--- config.mk ---
export PLATFORM = sky130hd
export DESIGN_NAME = ife_block_former_flat
export DESIGN_NICKNAME = d
export VERILOG_FILES = /design/src/rtl/ife_block_former_if.sv /design/src/rtl/ife_block_former.sv /design/src/flat_wrapper.sv
export SDC_FILE = /design/constraint.sdc
export NUM_CORES = 1
export LEC_CHECK = 0
export CAP_MARGIN = 20
export CORE_UTILIZATION = 40
export CTS_BUF_LIST = sky130_fd_sc_hd__clkbuf_2 sky130_fd_sc_hd__clkbuf_4 sky130_fd_sc_hd__clkbuf_8
export CTS_CLUSTER_DIAMETER = 80
export DETAILED_ROUTE_END_ITERATION = 10
export GPL_ROUTABILITY_DRIVEN = 0
export PLACE_DENSITY = 0.71
export SYNTH_ARGS = -nofsm -noshare
export SYNTH_HDL_FRONTEND = slang
export SYNTH_SLANG_ARGS = --single-unit
--- constraint.sdc ---
create_clock -name clk -period 12.5 [get_ports clk]
set_input_delay 1.875 -clock clk [delete_from_list [all_inputs] [get_ports clk]]
set_output_delay 1.875 -clock clk [all_outputs]
set_load 0.01 [all_outputs]
--- src/rtl/ife_block_former_if.sv ---
// Bundle between the fetch stream, the block former and the downstream block queue.
// master = fetch/queue side, slave = block former.
interface ife_block_former_if #(
  parameter int unsigned BLOCK_ID_WIDTH = 8,
  parameter int unsigned INSTR_WIDTH    = 32,
  parameter int unsigned BLOCK_SIZE     = 4
);
  localparam int unsigned LEN_W = $clog2(BLOCK_SIZE) + 1;

  logic [INSTR_WIDTH-1:0]            instr_in;
  logic                              instr_valid;
  logic                              instr_last;
  logic                              instr_ready;
  logic                              flush;
  logic [BLOCK_ID_WIDTH-1:0]         block_id_out;
  logic [BLOCK_SIZE*INSTR_WIDTH-1:0] block_out;
  logic [LEN_W-1:0]                  block_len;
  logic                              valid_out;
  logic                              ready_downstream;

  modport master (
    output instr_in, instr_valid, instr_last, flush, ready_downstream,
    input  instr_ready, block_id_out, block_out, block_len, valid_out
  );

  modport slave (
    input  instr_in, instr_valid, instr_last, flush, ready_downstream,
    output instr_ready, block_id_out, block_out, block_len, valid_out
  );
endinterface

--- src/rtl/ife_block_former.sv ---
// Packs fetched instructions into fixed-size, NOP-padded blocks with consecutive IDs.
// Optional idle auto-close of partial blocks: define IFE_BLOCK_FORMER_TIMEOUT_EN.
module ife_block_former #(
  parameter int unsigned            BLOCK_ID_WIDTH = 8,
  parameter int unsigned            INSTR_WIDTH    = 32,
  parameter int unsigned            BLOCK_SIZE     = 4,
  parameter logic [INSTR_WIDTH-1:0] NOP_INSTR      = INSTR_WIDTH'(32'h00000013),
  parameter int unsigned            TIMEOUT_CYCLES = 16
) (
  input logic               clk,
  input logic               rst,
  ife_block_former_if.slave bus
);
  localparam int unsigned IDX_W = $clog2(BLOCK_SIZE);
  localparam int unsigned LEN_W = IDX_W + 1;

  typedef enum logic [0:0] {
    FILL = 1'b0,
    HOLD = 1'b1
  } state_t;

  state_t                            state_r;
  state_t                            state_nxt_s;
  logic [LEN_W-1:0]                  idx_r;
  logic [BLOCK_ID_WIDTH-1:0]         block_id_r;
  logic [INSTR_WIDTH-1:0]            slot_r [BLOCK_SIZE];
  logic [BLOCK_SIZE*INSTR_WIDTH-1:0] block_s;
  logic                              instr_ready_s;
  logic                              xfer_s;
  logic                              closing_s;
  logic                              handshake_s;
  logic                              flush_clr_s;
  logic                              timeout_s;

  if (BLOCK_SIZE < 2 || (BLOCK_SIZE & (BLOCK_SIZE - 1)) != 0) begin : g_bad_block_size
    $error("ife_block_former: BLOCK_SIZE must be a power of two >= 2");
  end

  if (TIMEOUT_CYCLES < 1) begin : g_bad_timeout
    $error("ife_block_former: TIMEOUT_CYCLES must be >= 1");
  end

  // Input is refused during reset, while a block is held, and on a flush cycle.
  assign instr_ready_s = !rst && (state_r == FILL) && !bus.flush;
  assign xfer_s        = bus.instr_valid && instr_ready_s;
  assign closing_s     = xfer_s && (bus.instr_last || (idx_r == LEN_W'(BLOCK_SIZE - 1)));
  assign handshake_s   = (state_r == HOLD) && bus.ready_downstream;
  assign flush_clr_s   = (state_r == FILL) && bus.flush;

`ifdef IFE_BLOCK_FORMER_TIMEOUT_EN
  localparam int unsigned TO_W = $clog2(TIMEOUT_CYCLES + 1);

  logic [TO_W-1:0] idle_cnt_r;
  logic            idle_s;

  assign idle_s    = (state_r == FILL) && (idx_r != '0) && !xfer_s && !bus.flush;
  assign timeout_s = idle_s && (idle_cnt_r == TO_W'(TIMEOUT_CYCLES - 1));

  // Idle counter for an open partial block; cleared by any activity or by closing.
  always_ff @(posedge clk or posedge rst) begin
    if (rst) begin
      idle_cnt_r <= '0;
    end else if (!idle_s || timeout_s) begin
      idle_cnt_r <= '0;
    end else begin
      idle_cnt_r <= idle_cnt_r + TO_W'(1);
    end
  end
`else
  assign timeout_s = 1'b0;
`endif

  // FSM state register.
  always_ff @(posedge clk or posedge rst) begin
    if (rst) begin
      state_r <= FILL;
    end else begin
      state_r <= state_nxt_s;
    end
  end

  // FSM next state: close on last/full/timeout, release on downstream accept.
  always_comb begin
    state_nxt_s = state_r;
    case (state_r)
      FILL: begin
        if (closing_s || timeout_s) begin
          state_nxt_s = HOLD;
        end else begin
          state_nxt_s = FILL;
        end
      end
      HOLD: begin
        if (bus.ready_downstream) begin
          state_nxt_s = FILL;
        end else begin
          state_nxt_s = HOLD;
        end
      end
      default: state_nxt_s = FILL;
    endcase
  end

  // Slot/index/ID datapath; a flushed block never consumes an ID.
  always_ff @(posedge clk or posedge rst) begin
    if (rst) begin
      idx_r      <= '0;
      block_id_r <= '0;
      for (int i = 0; i < BLOCK_SIZE; i++) begin
        slot_r[i] <= NOP_INSTR;
      end
    end else if (handshake_s || flush_clr_s) begin
      idx_r <= '0;
      for (int i = 0; i < BLOCK_SIZE; i++) begin
        slot_r[i] <= NOP_INSTR;
      end
      if (handshake_s) begin
        block_id_r <= block_id_r + BLOCK_ID_WIDTH'(1);
      end
    end else if (xfer_s) begin
      slot_r[idx_r[IDX_W-1:0]] <= bus.instr_in;
      idx_r                    <= idx_r + LEN_W'(1);
    end
  end

  // Pack slots with slot 0 in the least-significant lane.
  always_comb begin
    block_s = '0;
    for (int i = 0; i < BLOCK_SIZE; i++) begin
      block_s[i*INSTR_WIDTH +: INSTR_WIDTH] = slot_r[i];
    end
  end

  assign bus.instr_ready  = instr_ready_s;
  assign bus.valid_out    = (state_r == HOLD);
  assign bus.block_out    = block_s;
  assign bus.block_len    = idx_r;
  assign bus.block_id_out = block_id_r;
endmodule

--- src/flat_wrapper.sv ---
// flat-port wrapper written by rule: the top's interface ports become plain ports
module ife_block_former_flat 
#(
  parameter int unsigned            BLOCK_ID_WIDTH = 8,
  parameter int unsigned            INSTR_WIDTH    = 32,
  parameter int unsigned            BLOCK_SIZE     = 4,
  parameter logic [INSTR_WIDTH-1:0] NOP_INSTR      = INSTR_WIDTH'(32'h00000013),
  parameter int unsigned            TIMEOUT_CYCLES = 16
)
  (clk, rst, bus_instr_in, bus_instr_valid, bus_instr_last, bus_flush, bus_ready_downstream, bus_instr_ready, bus_block_id_out, bus_block_out, bus_block_len, bus_valid_out);
  ife_block_former_if #(.BLOCK_ID_WIDTH(BLOCK_ID_WIDTH), .INSTR_WIDTH(INSTR_WIDTH), .BLOCK_SIZE(BLOCK_SIZE)) bus_i ();
  input logic clk;
  input logic rst;
  input wire logic [$bits(bus_i.instr_in)-1:0] bus_instr_in;
  input wire logic [$bits(bus_i.instr_valid)-1:0] bus_instr_valid;
  input wire logic [$bits(bus_i.instr_last)-1:0] bus_instr_last;
  input wire logic [$bits(bus_i.flush)-1:0] bus_flush;
  input wire logic [$bits(bus_i.ready_downstream)-1:0] bus_ready_downstream;
  output wire logic [$bits(bus_i.instr_ready)-1:0] bus_instr_ready;
  output wire logic [$bits(bus_i.block_id_out)-1:0] bus_block_id_out;
  output wire logic [$bits(bus_i.block_out)-1:0] bus_block_out;
  output wire logic [$bits(bus_i.block_len)-1:0] bus_block_len;
  output wire logic [$bits(bus_i.valid_out)-1:0] bus_valid_out;
  assign bus_i.instr_in = bus_instr_in;
  assign bus_i.instr_valid = bus_instr_valid;
  assign bus_i.instr_last = bus_instr_last;
  assign bus_i.flush = bus_flush;
  assign bus_i.ready_downstream = bus_ready_downstream;
  assign bus_instr_ready = bus_i.instr_ready;
  assign bus_block_id_out = bus_i.block_id_out;
  assign bus_block_out = bus_i.block_out;
  assign bus_block_len = bus_i.block_len;
  assign bus_valid_out = bus_i.valid_out;
  ife_block_former #(.BLOCK_ID_WIDTH(BLOCK_ID_WIDTH), .INSTR_WIDTH(INSTR_WIDTH), .BLOCK_SIZE(BLOCK_SIZE), .NOP_INSTR(NOP_INSTR), .TIMEOUT_CYCLES(TIMEOUT_CYCLES)) u_core (.clk(clk), .rst(rst), .bus(bus_i));
endmodule
; ---- Yosys cells after proc, flatten, opt, wreduce, memory -nomap -nowiden
; Cells that the tools add are included.
[word_totals]
regBits = 140
latchBits = 0
mem_bits_rw = 0
romBits = 0
inputBits = 38
output_inout_bits = 141
elab_cells = 37
mem_count = 0
[op_classes]
add_sub_neg = 2
multipliers = 0
div_mod_pow = 0
order_cmp = 2
eq_ne = 1
shift = 0
mux = 10
bitwise = 2
n_reduce_logical = 13
[op_table]
columns = cell, count
row1 = 128-bit 2-to-1 mux, 2
row2 = 128-bit bitwise mux, 1
row3 = 32-bit demux with 2-bit select, 1
row4 = 32-bit 2-to-1 mux, 1
row5 = 8-bit by 1-bit adder with 8-bit output (second input constant), 1
row6 = 1-bit logical AND, 7
row7 = 3-bit 2-to-1 mux, 2
row8 = 3-bit by 1-bit adder with 3-bit output (second input constant), 1
row9 = 3-bit by 2-bit == test with 1-bit output (second input constant), 1
row10 = 3-bit >= comparator (second input constant), 1
row11 = 3-bit by 1-bit < comparator with 1-bit output (second input constant), 1
row12 = 2-bit inverter with 3-bit output, 1
row13 = 1-bit zero test, 2
row14 = 1-bit logical OR, 2
row15 = 1-bit 2-to-1 mux, 2
row16 = 1-bit one-hot mux with 2 select lines, 1
row17 = 2-bit AND reduction, 1
row18 = 2-bit nonzero test, 1
row19 = 1-bit inverter, 1

; ---- Longest topological paths before layout
[logic_depth]
ltp_word = 8
mapped_depth = 6
ltp_nobuf = 5

; ---- Least setup slack after synthesis
; OpenSTA, ideal clock, no wires.
[synth_path]
kind = input to output
start = input port rst
end = output port bus_instr_ready
t_arrival_ps = 2165
t_required_ps = 10625
setup_slack_ps = 8460
cell_stages = 1
path_buffers = 0
cell_sequence = nor3_1
[synth_via]
elab_chain_cells = 3
[synth_lines]
columns = item, line
row1 = start: declaration, flat_wrapper.sv:13  ; input logic rst;
row2 = 1-bit zero test (no source line), n/a
row3 = 1-bit logical AND (2 in series), ife_block_former.sv:44  ; assign instr_ready_s = !rst && (state_r == FILL) && !bus.flush;
row4 = end: declaration, flat_wrapper.sv:19  ; output wire logic [$bits(bus_i.instr_ready)-1:0] bus_instr_ready;
; Every way passes these cells.

; ---- Worst setup path after layout
; Same ends and word-level chain as after synthesis.

==> results by stage <==
Synthesis:
- The main combinational cell family by area after synthesis is compound AO/OA/AOI/OAI gates.
- Synthesis produced 374 cells.
- The fraction of the mapped netlist area in adder cells is 1.40%.
- The cell taking the most area after synthesis is dfrtp_1.
- Counting distinct cell types in the post-synthesis netlist gives 31.
- The number of register bits inferred by synthesis is 140.
- Yosys attributes the largest share of cell area to dfrtp_1, a22o_1, dfstp_2, buf_8, nand3_1.
- The share of the synthesized area in the top cell type is 59.8%.
- In the synthesized netlist, mux cells make up 0.397% of the area.
- Yosys printed 0 warnings.
- Synthesis produced a netlist with a net count of 418.
- The simple logic cell fraction of the synthesized area is 5.65%.
- The complex-gate fraction of the synthesized area is 21.2%.
- The xor and xnor fraction of the mapped netlist area is 1.14%.
- The average size of a mapped cell is 14.3 µm².
- The cell area that synthesis handed to floorplanning was 0.00536 mm².
- Summing the sequential cell areas from Yosys gives 65.7% of the chip area.

Run:
- The number of max-cap violations is 0.

Clock tree:
- The clock-pin slew of the registers on the worst-case setup and hold paths is 0.07 ns.
- After clock tree synthesis, the setup repair step added 0 buffers.
- The number of instances resized during post-cts repair is 0.
- At the later pin of the worst-skew pair, clock insertion delay measures 0.44 ns.
- In this run the deepest clock path goes through 2 buffers.
- The number of CTS-inserted buffers is 17.
- In this run the number of H-tree levels came out at 4.
- The number of clock sinks seen by CTS is 140.
- Clock tree synthesis selected as its root buffer the cell clkbuf_8.
- The CTS tree is yes.
- In this run, post-CTS hold repair placed 0 buffers.

Timing:
- Setup repair after global routing left no endpoint under its margin.
- The max-slew violation count is 0.
- After layout, the worst setup slack is 7.22 ns.
- The highest attainable clock frequency is 0.190 GHz.
- On the final layout, the worst clock skew is 0.00813 ns.
- The final critical delay including setup and external delays is 5.28 ns.
- Setup violations remaining at the end of the flow were counted as 0.
- The final cycle utilization of the critical path is 42.2%.
- At the pin with the least slew margin, the transition time is 1.05 ns.
- The number of failing hold endpoints at the final stage is 0.
- Adding up every negative setup slack in the final design gives 0 ns.
- The relative slew slack is 29.5%.

Worst setup path:
- The worst endpoint required time is 10.62 ns.
- In this run the critical register-to-register path is captured at u_core.bus.block_out[68].
- The type of element launching the critical path is a primary input.
- The endpoint type of the worst setup path is an output port.
- The peak fanout along the critical path is 9.
- The worst register-to-register path has a setup slack of 10.16 ns.
- The worst reg2reg path depth is 4.
- In this run the critical register-to-register path is launched from u_core.bus.valid_out.
- The classification of the worst setup path is primary input to output port.
- The signal arrival time at the worst endpoint is 3.40 ns.

Floorplan:
- The vertical die dimension is 118 µm.
- The horizontal extent of the die is 118 µm.
- The site row count is 41.
- 179 I/O pins were placed.
- The region available for standard cell placement spans 0.0128 mm².
- The area of the die is 0.0139 mm².
- The starting density of the core is 41.8%.

Placement:
- OpenSTA, run right after detailed placement, puts the worst setup slack at 7.22 ns.
- Detailed placement finished with a half-perimeter wire length of 9670 µm.
- Input and output buffers added on the ports amount to 178.

Pwr:
- The combinational cell fraction of total power is 12.1%.
- Summed over all nets, the switching power comes to 245 µW.
- The proportion of power drawn by flip-flops and latches is 50.0%.
- The maximum vdd ir drop is 104 µV.
- Per report_power, the clock group accounts for 37.9% of the total.
- The static leakage is 0.00348 µW.
- The internal power of the cells totals 717 µW.
- Net switching is 25.5% of the power.
- The power per cell area is 126 mW/mm².

Global routing:
- The maximum number of pins on one net before global-route repair is 82.
- The first global-routing pass estimated 24400 µm of wire.
- The via count of the first global-routing pass was 4222.
- The overall overflow remaining after global route is 0.
- The number of antenna violations at the first check in global routing is 0.
- In the global route stage, overall resource usage came out at 22.9%.

Routing:
- The length of the first detailed-routing pass in iterations is 4.
- The via count is 4027.
- The final routed wire length divided by cell count is 20.4 µm.
- The number of routed nets with antenna violations is 0.
- The initial DRC count is 294.
- Wires add up to 15000 µm.
- Using the TritonRoute via totals, the vias-per-cell ratio works out to 5.49.
- After detailed routing, the number of remaining DRC violations is 0.

Min path:
- The number of cells on the worst hold path is 2.
- The critical hold path startpoint is u_core.bus.block_out[64].
- In this run the worst hold path is classified as flop to flop.
- The hold path endpoint is u_core.bus.block_out[64].

Finish:
- The layout cell share with drive strength beyond 1 is 11.4%.
- The area growth from synthesis to final layout is 43.0%.
- The final layout contains 593 nets.
- The number of antenna cells inserted is 0.

Run status:
- The run finished with clean final reports.
-- sequential cells by signal, summed over array words and instances, names as in the netlist --
name	count
u_core.bus.block_id_out	8
u_core.bus.block_len	3
u_core.bus.block_out	128
u_core.bus.valid_out	1
-- area by class of cell --
type | instances | area (µm²)
flip-flops and latches | 140 | 3520
repair buffers | 183 | 1840
inverters | 13 | 53.8
clock inverters | 9 | 114
clock buffers | 22 | 284
fillers | 1018 | 5160
multi-input cells | 194 | 1640
well taps | 172 | 215
-- power by group through the flow --
stage               Sequential (µW)  Clock [µW]  Combinational [µW]
CTS                             481         374                 117
finish                          481         365                 117
detailed placement              489           0                 117
global route                    483         394                 127
global placement                488           0                 114
floorplan                       494           0                45.2
-- metrics by stage --
| step | total power (µW) | utilization (%) | area [µm²] | hold WS, ns | instances |
|---|---|---|---|---|---|
| after global routing | 1000 | 59.7 | 7660 | 0.497 | 733 |
| after detailed placement | 606 | 56.4 | 7240 | 0.459 | 701 |
| after floorplan | 539 | - | 5360 | 0.466 | 374 |
| after CTS | 972 | 59.5 | 7630 | 0.474 | 732 |
| after global placement | 602 | 56.4 | 7240 | 0.459 | 701 |
| final | 962 | 59.7 | 7660 | 0.472 | 733 |
-- metal layers --
metal	vias up	global-route usage [%]	share of wire [%]	wire length, µm
met5	-	0	0	0
met4	0	6.09	0.89	133
met3	9	7.99	7.2	1080
met2	173	34.7	47	7030
met1	2076	31.2	45	6750
li1	1769	-	-	-
-- placed cells by master (no fill, tap or decap), drive strengths merged, types with 4 or more instances in the layout --
cell type and count:
a22o 116, a22oi 4, and3b 4, buf 5, clkbuf 22, clkdlybuf4s50 178, clkinv 6, dfrtp 128
dfstp 12, ha 6, inv 14, nand2 5, nand3 16, nand4 4, nor2 5, o21ai 12
xnor2 7
-- worst max-delay path, stage by stage --
cell and delay (ns):
clkdlybuf4s50_1 0.63, nor3_1 0.30, clkdlybuf4s50_1 0.59
-- cell usage after synthesis --
| cell | number |
|---|---|
| and3_1 | 2 |
| nand3b_1 | 1 |
| nor2_1 | 3 |
| o21ai_0 | 4 |
| a22o_1 | 116 |
| dfrtp_1 | 128 |
| dfstp_2 | 12 |
| nor2_8 | 2 |
| nand3_1 | 16 |
| o31ai_2 | 1 |
| ha_1 | 6 |
| a22oi_1 | 4 |
| buf_2 | 13 |
| nor3_1 | 1 |
| nand2_1 | 5 |
| xnor2_1 | 7 |
| and3b_2 | 4 |
| clkbuf_1 | 7 |
| o21ai_1 | 8 |
| nand4_1 | 4 |
| buf_6 | 1 |
| mux2_2 | 1 |
| nor4b_4 | 1 |
| or4b_4 | 1 |
| or2_1 | 1 |
| nand2b_1 | 1 |
| buf_8 | 6 |
| inv_1 | 13 |
| mux2i_1 | 1 |
| and2_1 | 2 |
| a2bb2oi_1 | 2 |
-- worst max-delay path by stage --
stage,from,to,slack (ns),cells past startpoint
after floorplan,rst,u_core.bus.block_id_out[0],6.89,1
after global placement,rst,bus_instr_ready,7.29,3
after detailed placement,rst,bus_instr_ready,7.22,3
after CTS,rst,bus_instr_ready,7.22,3
after global routing,rst,bus_instr_ready,7.14,3
final,rst,bus_instr_ready,7.22,3
-- cell families (layout without fill, tap and decap cells) --
logic type / Yosys count / count (layout)
and+or+nand+nor: 44 / 44
AOI/OAI and AO/OA: 135 / 135
buffers and inverters: 40 / 227
muxes: 2 / 2
adders and majority gates: 6 / 6
xor gates and xnor gates: 7 / 7
DFF: 140 / 140
(Power assumes the default switching activity.)
